--- src/rtl/parking_lot_ctrl.sv ---
// Multi-lane parking-lot occupancy controller: one direction-tracking FSM per
// sensor lane, merged into a saturating occupancy counter with full/empty flags.
module parking_lot_ctrl #(
    parameter int LANES    = 2,
    parameter int CAPACITY = 15,
    parameter int CNT_W    = 4
) (
    input  logic             clk,
    input  logic             reset,
    input  logic [LANES-1:0] a,
    input  logic [LANES-1:0] b,
    output logic [LANES-1:0] enter_evt,
    output logic [LANES-1:0] exit_evt,
    output logic [LANES-1:0] lane_err,
    output logic [CNT_W-1:0] count,
    output logic             full,
    output logic             empty,
    output logic             reject
);

    localparam int EW = $clog2(LANES + 1);
    localparam int SW = CNT_W + EW + 1;
    localparam logic signed [SW-1:0] CAP_S = SW'(CAPACITY);
    localparam logic [CNT_W-1:0] CAP_C = CNT_W'(CAPACITY);

    typedef enum logic [2:0] {
        IDLE = 3'd0,
        EN1  = 3'd1,
        EN2  = 3'd2,
        EN3  = 3'd3,
        EX1  = 3'd4,
        EX2  = 3'd5,
        EX3  = 3'd6,
        ERR  = 3'd7
    } lane_t;

    // Per-lane state is kept as a named array so checkers can bind to it.
    lane_t lane_state [LANES];
    lane_t lane_next  [LANES];

    logic [LANES-1:0]      enter_now;
    logic [LANES-1:0]      exit_now;
    logic [LANES-1:0]      err_now;
    logic [EW-1:0]         e_cnt;
    logic [EW-1:0]         x_cnt;
    logic signed [SW-1:0]  sum;

    // Each state accepts its own pattern (stay), the next one in its passage
    // (advance) or the previous one (step back); anything else is an error.
    function automatic lane_t step_lane(input lane_t st, input logic [1:0] p);
        lane_t n;
        n = ERR;
        unique case (st)
            IDLE: if (p == 2'b00) n = IDLE; else if (p == 2'b10) n = EN1;
                  else if (p == 2'b01) n = EX1;
            EN1:  if (p == 2'b10) n = EN1; else if (p == 2'b11) n = EN2;
                  else if (p == 2'b00) n = IDLE;
            EN2:  if (p == 2'b11) n = EN2; else if (p == 2'b01) n = EN3;
                  else if (p == 2'b10) n = EN1;
            EN3:  if (p == 2'b01) n = EN3; else if (p == 2'b00) n = IDLE;
                  else if (p == 2'b11) n = EN2;
            EX1:  if (p == 2'b01) n = EX1; else if (p == 2'b11) n = EX2;
                  else if (p == 2'b00) n = IDLE;
            EX2:  if (p == 2'b11) n = EX2; else if (p == 2'b10) n = EX3;
                  else if (p == 2'b01) n = EX1;
            EX3:  if (p == 2'b10) n = EX3; else if (p == 2'b00) n = IDLE;
                  else if (p == 2'b11) n = EX2;
            ERR:  if (p == 2'b00) n = IDLE;
            default: n = ERR;
        endcase
        return n;
    endfunction

    always_comb begin
        e_cnt = '0;
        x_cnt = '0;
        for (int i = 0; i < LANES; i++) begin
            lane_next[i] = step_lane(lane_state[i], {a[i], b[i]});
            enter_now[i] = (lane_state[i] == EN3) && ({a[i], b[i]} == 2'b00);
            exit_now[i]  = (lane_state[i] == EX3) && ({a[i], b[i]} == 2'b00);
            err_now[i]   = (lane_next[i] == ERR) && (lane_state[i] != ERR);
            e_cnt        = e_cnt + EW'(enter_now[i]);
            x_cnt        = x_cnt + EW'(exit_now[i]);
        end
        sum = $signed({{(SW-CNT_W){1'b0}}, count})
            + $signed({{(SW-EW){1'b0}}, e_cnt})
            - $signed({{(SW-EW){1'b0}}, x_cnt});
    end

    always_ff @(posedge clk) begin
        if (reset) begin
            for (int i = 0; i < LANES; i++) lane_state[i] <= IDLE;
            enter_evt <= '0;
            exit_evt  <= '0;
            lane_err  <= '0;
            count     <= '0;
            reject    <= 1'b0;
        end else begin
            for (int i = 0; i < LANES; i++) lane_state[i] <= lane_next[i];
            enter_evt <= enter_now;
            exit_evt  <= exit_now;
            lane_err  <= err_now;
            // Entries and exits on the same edge net out before clamping.
            if (sum > CAP_S) begin
                count  <= CAP_C;
                reject <= 1'b1;
            end else if (sum < 0) begin
                count  <= '0;
                reject <= 1'b1;
            end else begin
                count  <= sum[CNT_W-1:0];
                reject <= 1'b0;
            end
        end
    end

    assign full  = (count == CAP_C);
    assign empty = (count == '0);

endmodule

--- config.mk ---
export PLATFORM = sky130hd
export DESIGN_NAME = parking_lot_ctrl
export DESIGN_NICKNAME = d
export VERILOG_FILES = /design/src/rtl/parking_lot_ctrl.sv
export SDC_FILE = /design/constraint.sdc
export NUM_CORES = 1
export LEC_CHECK = 0
export ABC_CLOCK_PERIOD_IN_PS = 2600
export BUFFER_PORTS_ARGS = -buffer_cell sky130_fd_sc_hd__buf_2
export CAP_MARGIN = 20
export CORE_MARGIN = 5
export CORE_UTILIZATION = 53
export CTS_BUF_LIST = sky130_fd_sc_hd__clkbuf_8
export DETAILED_ROUTE_END_ITERATION = 7
export PLACE_DENSITY = 0.9
export SYNTH_ARGS = -nofsm -noshare
export SYNTH_HDL_FRONTEND = slang
export SYNTH_SLANG_ARGS = --single-unit
--- constraint.sdc ---
create_clock -name clk -period 2.6 [get_ports clk]
set_clock_uncertainty 0.1 [all_clocks]
set_input_delay 0.39 -clock clk [delete_from_list [all_inputs] [get_ports clk]]
set_output_delay 0.39 -clock clk [all_outputs]
set_load 0.01 [all_outputs]
==> metrics.yaml, run 1 <==
critical_path:
  worstSetupPathType: "reg2reg"
  critPathLaunchType: "flop"
  reg2reg_to: "count[1]"
  crit_path_start: "lane_state[0][0]"
  r2r_start: "lane_state[0][0]"
  required_ps: 2660
  arrival_ps: 2660
  endpoint: "count[1]"
  critPathMaxFanout: 4
  rr_worst_depth: 11
  critPathCaptureType: "flop"
  reg2reg_setup_slack_ps: -9
synthesis:
  synth_fp_nets: 189
  synth_top_cell_area_share_pct: 25.2
  yosysMostFrequentCell: "ha_1"
  synth_enable_flop_cells: 0
  ys_warn_count: 0
  synth_cells: 160
  synthTopCellsByArea: "dfxtp_1 (25%), ha_1 (19%), inv_1 (5.0%), fa_1 (4.4%), nor2_1 (4.2%)"
  yosys-top-cells-count: "ha_1 (20), inv_1 (18), dfxtp_1 (17)"
  yosysSeqAreaShare_pct: 25.2
  yosysUniqueCellTypes: 43
  netlist_area_um2: 1350
  synthFlopType: "dfxtp_1"
  async_reset_ff_share_pct: 0
  synth_largest_area_cell: "dfxtp_1"
  post_synth.cell_area_avg_um2: 8.45
  ys_ff_latch: 17
global_route:
  grt_max_degree: 15
  grt_util_all_layers_pct: 21.4
  grt_pass1_wl_mm: 5.87
  gr-total-overflow: 0
  antenna_found_initial: 0
  grt_pass1_vias: 1309
finish:
  postLayoutCoreUtil_pct: 74.6
  layout.nets: 235
  area_growth_syn_to_layout_pct: 35.4
  drive_gt1_share_pct: 39.0
  n_antenna_cell: 0
  finalNonFillerCells: 235
detailed_routing:
  vias: 1323
  post_drt_wl_per_cell_um: 15.2
  vias_per_cell: 5.63
  drc: 0
  drt_iter0_markers: 59
  wirelength_mm: 3.57
  first_pass_iters: 5
  ant_nets: 0
floorplan:
  dieArea_um2: 3660
  num_rows: 18
  io_pins: 19
  start_util_pct: 55.1
  coreArea_um2: 2450
  die_height_um: 60.5
  fp.dieW_um: 60.5
sta:
  fin_crit_sh_pct: 100
  worstMarginPinSlew_ps: 365
  slew_viol_final: 0
  hold-worst-slack_ps: 371
  tns_ps: -9.28
  fmax_mhz: 383
  fin_ws_ps: -9.28
  hold_violations: 0
  min_period_ps: 2610
  max-slew-margin-rel_pct: 75.6
  setup-violations-final: 1
  rsz0062_at_grt: "true"
placed_design:
  portBuffers: 18
  dp_hpwl_mm: 2.58
  dp_cells: 225
  gp_congestion: 0.935
cts:
  cts.clk_slew.worst_paths_ps: 70
  clk_path_buf_depth: 2
  htree_levels: 1
  root_buffer: "clkbuf_8"
  cts_buffers: 3
  cts_tree: "yes"
  clock_sinks: 17
  clock_latency_ps: 260
  cts_hold_buf: 0
flow_run:
  maxCapViolations: 0
status:
  status: "complete, but fails checks"
  violations: "negative setup slack"
worst_hold_path:
  holdCritPathClass: "in2reg"
power_and_ir_drop:
  p_leak_nw: 0.840
  p_per_area_nw_per_um2: 1050
  ir_worst_vdd_mv: 0.720
-- worst max-delay path, stage by stage, from the launching register on --
cell and delay [ps]:
dfxtp_2 350, nor2b_4 170, nand3_2 110, fa_1 460, ha_1 200, inv_1 110, ha_1 270, a21oi_2 150
o21bai_1 100, xnor2_2 150, buf_4 160, o21a_1 200
-- worst min path at each step --
stage / slack, ps / depth (start not counted) / start / end
floorplan: 370 / 1 / reset / lane_state[0][2]
global placement: 380 / 2 / lane_state[0][1] / exit_evt[0]
detailed placement: 410 / 2 / lane_state[0][1] / exit_evt[0]
CTS: 350 / 2 / reset / enter_evt[0]
global route: 380 / 2 / reset / count[3]
finish: 370 / 2 / reset / enter_evt[0]
-- cells in the final DEF (no fill, tap or decap), types with 4 or more instances in the layout --
| cell type | count |
|---|---|
| buf_4 | 32 |
| a21oi_1 | 6 |
| inv_1 | 12 |
| dfxtp_1 | 14 |
| a211oi_1 | 5 |
| a21oi_2 | 4 |
| o21a_1 | 4 |
| nand2b_1 | 4 |
| ha_1 | 17 |
| clkinvlp_4 | 4 |
| mux2i_1 | 4 |
| nor3_1 | 5 |
| nor2_1 | 14 |
| buf_2 | 16 |
| nand2_1 | 7 |
-- layer usage --
layer  vias to the layer above  track usage [%]  share of wire [%]
met4                         0             7.74                2.2
met2                        36             40.0                 52
met5                         -                0                  0
met1                       634             24.5                 42
li1                        642                -                  -
met3                        11             3.19                3.7
-- through the flow --
stage	power (mW)	setup WS [ps]	area [µm²]
after global routing	2.07	-85.3	1830
final	1.92	-9.28	1830
after detailed placement	1.54	-316	1680
after global placement	1.47	-208	1680
after CTS	1.85	-1.91	1800
after floorplan	1.21	-79.5	1410
-- power by group --
group	internal [mW]	leakage, nW	switching [mW]
Sequential	0.358	0.141	0.0771
Combinational	0.614	0.674	0.665
Clock	0.107	0.0255	0.103
Total	1.08	0.840	0.846
-- cell families (layout without fill, tap and decap cells) --
group | Yosys count | after routing | synth area share (%)
and+or+nand+nor | 53 | 53 | 20.7
AOI/OAI and AO/OA | 36 | 36 | 18.8
buffers and inverters | 25 | 70 | 8.14
adders and majority gates | 23 | 23 | 22.9
DFF | 17 | 17 | 25.2
muxes | 4 | 4 | 2.96
xor gates and xnor gates | 2 | 2 | 1.30
-- timing repair --
action | CTS | global route
pin swaps | 5 | 1
setup buffers | 5 | 1
gates cloned | 0 | 0
resized for setup | 15 | 5
endpoints found under the setup margin | 5 | 5
-- cell type report --
cell class | count | area [µm²]
inverter | 18 | 85.1
tap | 30 | 37.5
fill | 170 | 623
sequential | 17 | 344
timing repair buffer | 48 | 320
clock buffer | 3 | 41.3
clock inverter | 1 | 5.00
multi-input combinational | 118 | 998
-- registers in the layout (all words and copies together), names as in the netlist --
| register | flops |
|---|---|
| enter_evt | 2 |
| exit_evt | 2 |
| reject | 1 |
| lane_state | 6 |
| lane_err | 2 |
| count | 4 |
Power figures use the tool's default switching activity.
==> run 2, diff against run 1 <==
==> constraint.sdc (replaced) <==
create_clock -name clk -period 2.6 [get_ports clk]
set_clock_uncertainty 0.1 [all_clocks]
set_input_delay 0 -clock clk [delete_from_list [all_inputs] [get_ports clk]]
set_output_delay 0 -clock clk [all_outputs]
set_load 0.01 [all_outputs]
==> run 2 against run 1 <==
Effect of this change:
- clock power shrank 7%
- via count grew 2.3%
- highest routed layer unchanged
- the flow still finishes with violations (negative setup slack)
- sequential power about the same
- global-route usage increased by 0.26 points
- total power decreased by 3.2%
- cell count fell by 3.4%
==> metrics.yaml, run 2 (synthesized netlist as in run 1, its figures left out) <==
sta:
  rsz0062_at_grt: "true"  # unchanged
  worstMarginPinSlew_ps: 374  # was 365 ps
  fin_ws_ps: -20.3  # was -9.28 ps
  tns_ps: -22.9  # was -9.28 ps
  min_period_ps: 2620  # was 2610 ps
  fmax_mhz: 382  # was 383 MHz
  fin_crit_sh_pct: 101  # was 100%
  setup-violations-final: 2  # was 1
  hold_violations: 0  # unchanged
  max-slew-margin-rel_pct: 75.0  # was 75.6%
  slew_viol_final: 0  # unchanged
flow_run:
  maxCapViolations: 0  # unchanged
finish:
  reg_top3: "lane_state (6), count (4)"  # unchanged
  n_antenna_cell: 0  # unchanged
  stdcell_area_um2: 1730  # was 1830 µm²
  final_common_cell: "buf_4"  # unchanged
  largest-register: "lane_state"  # unchanged
  seq_area_um2: 345  # was 344 µm²
  largest_reg_flops: 6  # unchanged
  drive_gt1_share_pct: 33.0  # was 39.0%
  fill_cells: 187  # was 170
  multi_input_area_um2: 977  # was 998 µm²
  area_growth_syn_to_layout_pct: 27.9  # was 35.4%
  layout_common_cells: "buf_4 (21), ha_1 (19), buf_2 (18)"  # was buf_4 (32), ha_1 (17), buf_2 (16)
  layout.nets: 227  # was 235
power_and_ir_drop:
  p_sw_uw: 843  # was 846 µW
  clockPowerShare_pct: 10.5  # was 10.9%
  ir_worst_vdd_mv: 0.825  # was 0.720 mV
  p_int_mw: 1.02  # was 1.08 mW
  finalPower_mw: 1.86  # was 1.92 mW
  seq_power_share_pct: 23.5  # was 22.6%
  combPwrFrac_pct: 66.1  # was 66.5%
  p_per_area_nw_per_um2: 1080  # was 1050 nW/µm²
  p_leak_nw: 0.820  # was 0.840 nW
  netSwitchingFraction_pct: 45.3  # was 43.9%
global_route:
  grt_util_all_layers_pct: 21.7  # was 21.4%
  antenna_found_initial: 0  # unchanged
  grt_pass1_wl_mm: 5.97  # was 5.87 mm
  grt_pass1_vias: 1301  # was 1309
  grt_max_degree: 15  # unchanged
  gr-total-overflow: 0  # unchanged
floorplan:
  num_rows: 18  # unchanged
  fp.dieW_um: 60.5  # unchanged
  coreArea_um2: 2450  # unchanged
  start_util_pct: 55.1  # unchanged
  dieArea_um2: 3660  # unchanged
  die_height_um: 60.5  # unchanged
  io_pins: 19  # unchanged
status:
  violations: "negative setup slack"  # unchanged
  status: "complete, but fails checks"  # unchanged
critical_path:
  r2r_start: "lane_state[0][0]"  # unchanged
  arrival_ps: 2710  # was 2660 ps
  required_ps: 2690  # was 2660 ps
  critPathCaptureType: "flop"  # unchanged
  worstSetupPathType: "reg2reg"  # unchanged
  critPathMaxFanout: 5  # was 4
  critPathLaunchType: "flop"  # unchanged
  crit_path_start: "lane_state[0][0]"  # unchanged
detailed_routing:
  drc: 0  # unchanged
  first_pass_iters: 4  # was 5
  vias_per_cell: 5.96  # was 5.63
  wirelength_mm: 3.73  # was 3.57 mm
  vias: 1353  # was 1323
  ant_nets: 0  # unchanged
  drt_iter0_markers: 55  # was 59
  post_drt_wl_per_cell_um: 16.4  # was 15.2 µm
cts:
  cts_tree: "yes"  # unchanged
  clk_path_buf_depth: 2  # unchanged
  htree_levels: 1  # unchanged
  cts.clk_slew.worst_paths_ps: 70  # about the same
  cts_buffers: 3  # unchanged
  root_buffer: "clkbuf_8"  # unchanged
  clock_sinks: 17  # unchanged
  clock_latency_ps: 250  # was 260 ps
placed_design:
  gp_congestion: 0.906  # was 0.935
  place_area_um2: 1600  # was 1680 µm²
  dp_hpwl_mm: 2.63  # was 2.58 mm
  portBuffers: 18  # unchanged
worst_hold_path:
  min_from: "a[0]"  # was reset
  holdCritPathClass: "in2reg"  # unchanged
[run 2: cell types whose count changed in the layout (fill, tap and decap cells not counted), moves of 2 or more]
| cell | previous run | this run |
|---|---|---|
| buf_4 | 32 | 21 |
| ha_4 | 3 | 1 |
| nand2_2 | 2 | 0 |
| ha_1 | 17 | 19 |
| nand2_1 | 7 | 9 |
| buf_2 | 16 | 18 |
| inv_1 | 12 | 16 |
| clkinvlp_4 | 4 | 0 |
| inv_2 | 1 | 3 |
[run 2: worst max-delay path: stages, from the launching register on]
cell      delay, ps
dfxtp_2         350
nor2b_4         180
nand3_4         100
fa_2            560
fa_2            190
inv_2            50
ha_4            170
a21oi_2         170
o21bai_2         90
xnor2_2         290
buf_4           170
a21oi_2          30
nor2_1          110
[run 2: metal layers]
metal | global-route usage, % | share of wire [%] | vias up
met4 | 8.98 | 4.7 | 0
met5 | 0 | 0 | -
met3 | 2.55 | 7.1 | 18
met1 | 23.1 | 35 | 630
met2 | 42.4 | 53 | 76
li1 | - | - | 629
[run 2: area by class of cell]
cell class | count | share of cell area, %
multi-input cells | 118 | 56.5
flip-flops and latches | 17 | 20.0
well taps | 30 | 2.17
repair buffers | 40 | 14.9
clock buffers | 3 | 2.39
inverters | 18 | 3.90
clock inverters | 1 | 0.217
[run 2: power by group through the flow]
stage          combinational [mW]  sequential (mW)  clock, mW
2_1_floorplan               0.777            0.449          0
3_3_place_gp                 1.01            0.420          0
3_5_place_dp                 1.07            0.427          0
4_1_cts                      1.10            0.426      0.193
5_1_grt                      1.33            0.450      0.202
6_report                     1.23            0.438      0.195
[run 2: per-stage QoR]
stage               hold slack, ps  setup slack [ps]  std cells  utilization, %
finish                         253             -20.3        227            70.5
global route                   298             -97.4        227            70.5
CTS                            249             -10.1        226            68.8
detailed placement             243              -115        220            65.3
global placement               246             -9.48        220            65.3
floorplan                    -23.2              2.66        160               -
[run 2: what timing repair did]
action,in CTS,in global routing
pin swaps,5,5
hold buffers,1,0
hold endpoints to repair,4,0
gates resized for setup,7,10
setup buffers,1,1
setup endpoints to repair,5,5
[run 2: final timing paths]
| check | endpoint | slack [ps] | cells past startpoint |
|---|---|---|---|
| worst max-delay path | reject | -20 | 12 |
| worst min-delay path | lane_state[0][2] | 250 | 5 |
| worst max register to register | reject | -20 | 12 |
| worst min register to register | exit_evt[0] | 420 | 2 |
==> run 3, diff against run 2 <==
--- a/config.mk
+++ b/config.mk
@@ -8,8 +8,10 @@
 export ABC_CLOCK_PERIOD_IN_PS = 2600
 export BUFFER_PORTS_ARGS = -buffer_cell sky130_fd_sc_hd__buf_2
 export CAP_MARGIN = 20
+export CELL_PAD_IN_SITES_DETAIL_PLACEMENT = 0
+export CELL_PAD_IN_SITES_GLOBAL_PLACEMENT = 1
 export CORE_MARGIN = 5
-export CORE_UTILIZATION = 53
+export CORE_UTILIZATION = 40
 export CTS_BUF_LIST = sky130_fd_sc_hd__clkbuf_8
 export DETAILED_ROUTE_END_ITERATION = 7
 export PLACE_DENSITY = 0.9
==> run 3 against run 2 <==
Effect of this change:
- register-to-register slack is essentially flat
- routed wire length fell by 10%
- highest routed layer unchanged
- clock power shrank 4%
- the run still ends with negative setup slack left
- hold slack improved by 4.6 ps
- critical path depth fell by 1
- largest cell class unchanged
==> metrics.yaml, run 3 (synthesized netlist as in run 1, its figures left out) <==
finish:
  postLayoutCoreUtil_pct: 53.5  # was 70.5%
  layout.nets: 230  # was 227
  drive_gt1_share_pct: 32.5  # was 33.0%
  largest_reg_flops: 6  # unchanged
  final_common_cell: "buf_4"  # unchanged
  stdcell_area_um2: 1770  # was 1730 µm²
  layout_common_cells: "buf_4 (24), ha_1 (19), inv_1 (18), buf_2 (18), nor2_1 (15)"  # was buf_4 (21), ha_1 (19), buf_2 (18)
  reg_top3: "lane_state (6), count (4)"  # unchanged
  n_antenna_cell: 0  # unchanged
  finalNonFillerCells: 246  # was 227
  area_growth_syn_to_layout_pct: 30.9  # was 27.9%
  largest-register: "lane_state"  # unchanged
placed_design:
  gp_congestion: 0.902  # was 0.906
  place_area_um2: 1640  # was 1600 µm²
  portBuffers: 18  # unchanged
  dp_hpwl_mm: 2.55  # was 2.63 mm
  dp_cells: 238  # was 220
sta:
  max-slew-margin-rel_pct: 76.2  # was 75.0%
  slew_viol_final: 0  # unchanged
  setup-violations-final: 3  # was 2
  min_period_ps: 2630  # was 2620 ps
  worstMarginPinSlew_ps: 355  # was 374 ps
  fmax_mhz: 380  # was 382 MHz
  hold_violations: 0  # unchanged
  fin_crit_sh_pct: 101  # about the same
  fin_ws_ps: -33.7  # was -20.3 ps
  rsz0062_at_grt: "true"  # unchanged
critical_path:
  critPathLaunchType: "flop"  # unchanged
  slowest_stage: "fa_1"  # was fa_2
  crit_buf_inv: 2  # unchanged
  crit_family: "adder cells"  # unchanged
  critPathMaxFanout: 3  # was 5
  path_cells: "nor2b_4 > and3_4 > fa_1 > fa_2 > inv_2 > ha_4 > a21oi_4 > o21bai_2 > xnor2_2 > buf_4 > o21a_1"  # was nor2b_4 > nand3_4 > fa_2 > fa_2 > inv_2 > ha_4 > a21oi_2 > o21bai_2 > xnor2_2 > buf_4 > a21oi_2 > nor2_1
  worstSetupPathType: "reg2reg"  # unchanged
  required_ps: 2640  # was 2690 ps
  arrival_ps: 2680  # was 2710 ps
  critPathCaptureType: "flop"  # unchanged
  slowest_delay_ps: 510  # was 560 ps
cts:
  cts_buffers: 3  # unchanged
  htree_levels: 1  # unchanged
  cts_tree: "yes"  # unchanged
  clk_path_buf_depth: 2  # unchanged
  clock_sinks: 17  # unchanged
  root_buffer: "clkbuf_8"  # unchanged
  cts.clk_slew.worst_paths_ps: 60  # was 70 ps
  clock_latency_ps: 250  # about the same
power_and_ir_drop:
  p_per_area_nw_per_um2: 1030  # was 1080 nW/µm²
  p_leak_nw: 0.838  # was 0.820 nW
  finalPower_mw: 1.83  # was 1.86 mW
  ir_worst_vdd_mv: 0.471  # was 0.825 mV
detailed_routing:
  ant_nets: 0  # unchanged
  post_drt_wl_per_cell_um: 13.6  # was 16.4 µm
  drc: 0  # unchanged
  first_pass_iters: 5  # was 4
  wirelength_mm: 3.34  # was 3.73 mm
  drt_iter0_markers: 53  # was 55
  vias: 1278  # was 1353
  vias_per_cell: 5.20  # was 5.96
status:
  status: "complete, but fails checks"  # unchanged
  violations: "negative setup slack"  # unchanged
floorplan:
  die_height_um: 68.2  # was 60.5 µm
  num_rows: 21  # was 18
  dieArea_um2: 4640  # was 3660 µm²
  start_util_pct: 40.9  # was 55.1%
  coreArea_um2: 3310  # was 2450 µm²
  fp.dieW_um: 68.2  # was 60.5 µm
  io_pins: 19  # unchanged
worst_hold_path:
  holdCritPathClass: "in2reg"  # unchanged
global_route:
  gr-total-overflow: 0  # unchanged
  grt_pass1_wl_mm: 5.29  # was 5.97 mm
  grt_util_all_layers_pct: 14.9  # was 21.7%
  grt_pass1_vias: 1248  # was 1301
  grt_max_degree: 15  # unchanged
  antenna_found_initial: 0  # unchanged
flow_run:
  maxCapViolations: 0  # unchanged
## run 3: worst paths after layout
| check | start | end | slack, ps | cells after the start |
|---|---|---|---|---|
| setup / recovery | lane_state[0][4] | count[0] | -30 | 11 |
| hold / removal | a[0] | lane_state[0][2] | 260 | 5 |
| hold reg to reg | lane_state[0][2] | exit_evt[0] | 420 | 2 |
| setup reg to reg | lane_state[0][4] | count[0] | -30 | 11 |
## run 3: final cells by class
| class | count | area, µm² |
|---|---|---|
| clock buffer | 3 | 41.3 |
| clock inverter | 1 | 3.75 |
| fill | 293 | 1540 |
| inverter | 18 | 67.6 |
| multi-input combinational | 118 | 973 |
| sequential | 17 | 347 |
| tap | 46 | 57.6 |
| timing repair buffer | 43 | 280 |
## run 3: report_power, final
group | leakage (nW) | internal (mW) | total [mW] | switching (mW)
sequential | 0.142 | 0.361 | 0.432 | 0.0702
clock | 0.0269 | 0.105 | 0.188 | 0.0829
combinational | 0.669 | 0.572 | 1.21 | 0.636
total | 0.838 | 1.04 | 1.83 | 0.789
## run 3: layer usage
metal	track usage, %	routed length (µm)	share of wire (%)
met5	0	0	0
met4	6.20	43	1.3
met3	3.45	177	5.3
met2	26.6	1780	53
met1	16.8	1340	40
## run 3: repair_timing
item	in CTS	in global routing
hold endpoints to repair	7	0
setup endpoints to repair	5	5
pin swaps	4	5
buffers inserted	2	1
gates resized for setup	7	7
hold buffers	1	0
## run 3: through the flow
stage	TNS, ps	hold WS [ps]	setup WS (ps)
final	-93.3	258	-33.7
after global placement	-15.7	237	-15.7
after CTS	0	251	3.38
after floorplan	0	-23.2	2.66
after detailed placement	-269	242	-165
after global routing	-457	275	-114
## run 3: worst register-to-register path, cell delays in order (launching register included)
cell      delay (ps)
dfxtp_2          320
nor2b_4          120
and3_4           180
fa_1             510
fa_2             410
inv_2             70
ha_4             150
a21oi_4           60
o21bai_2         180
xnor2_2          110
buf_4            150
o21a_1           170
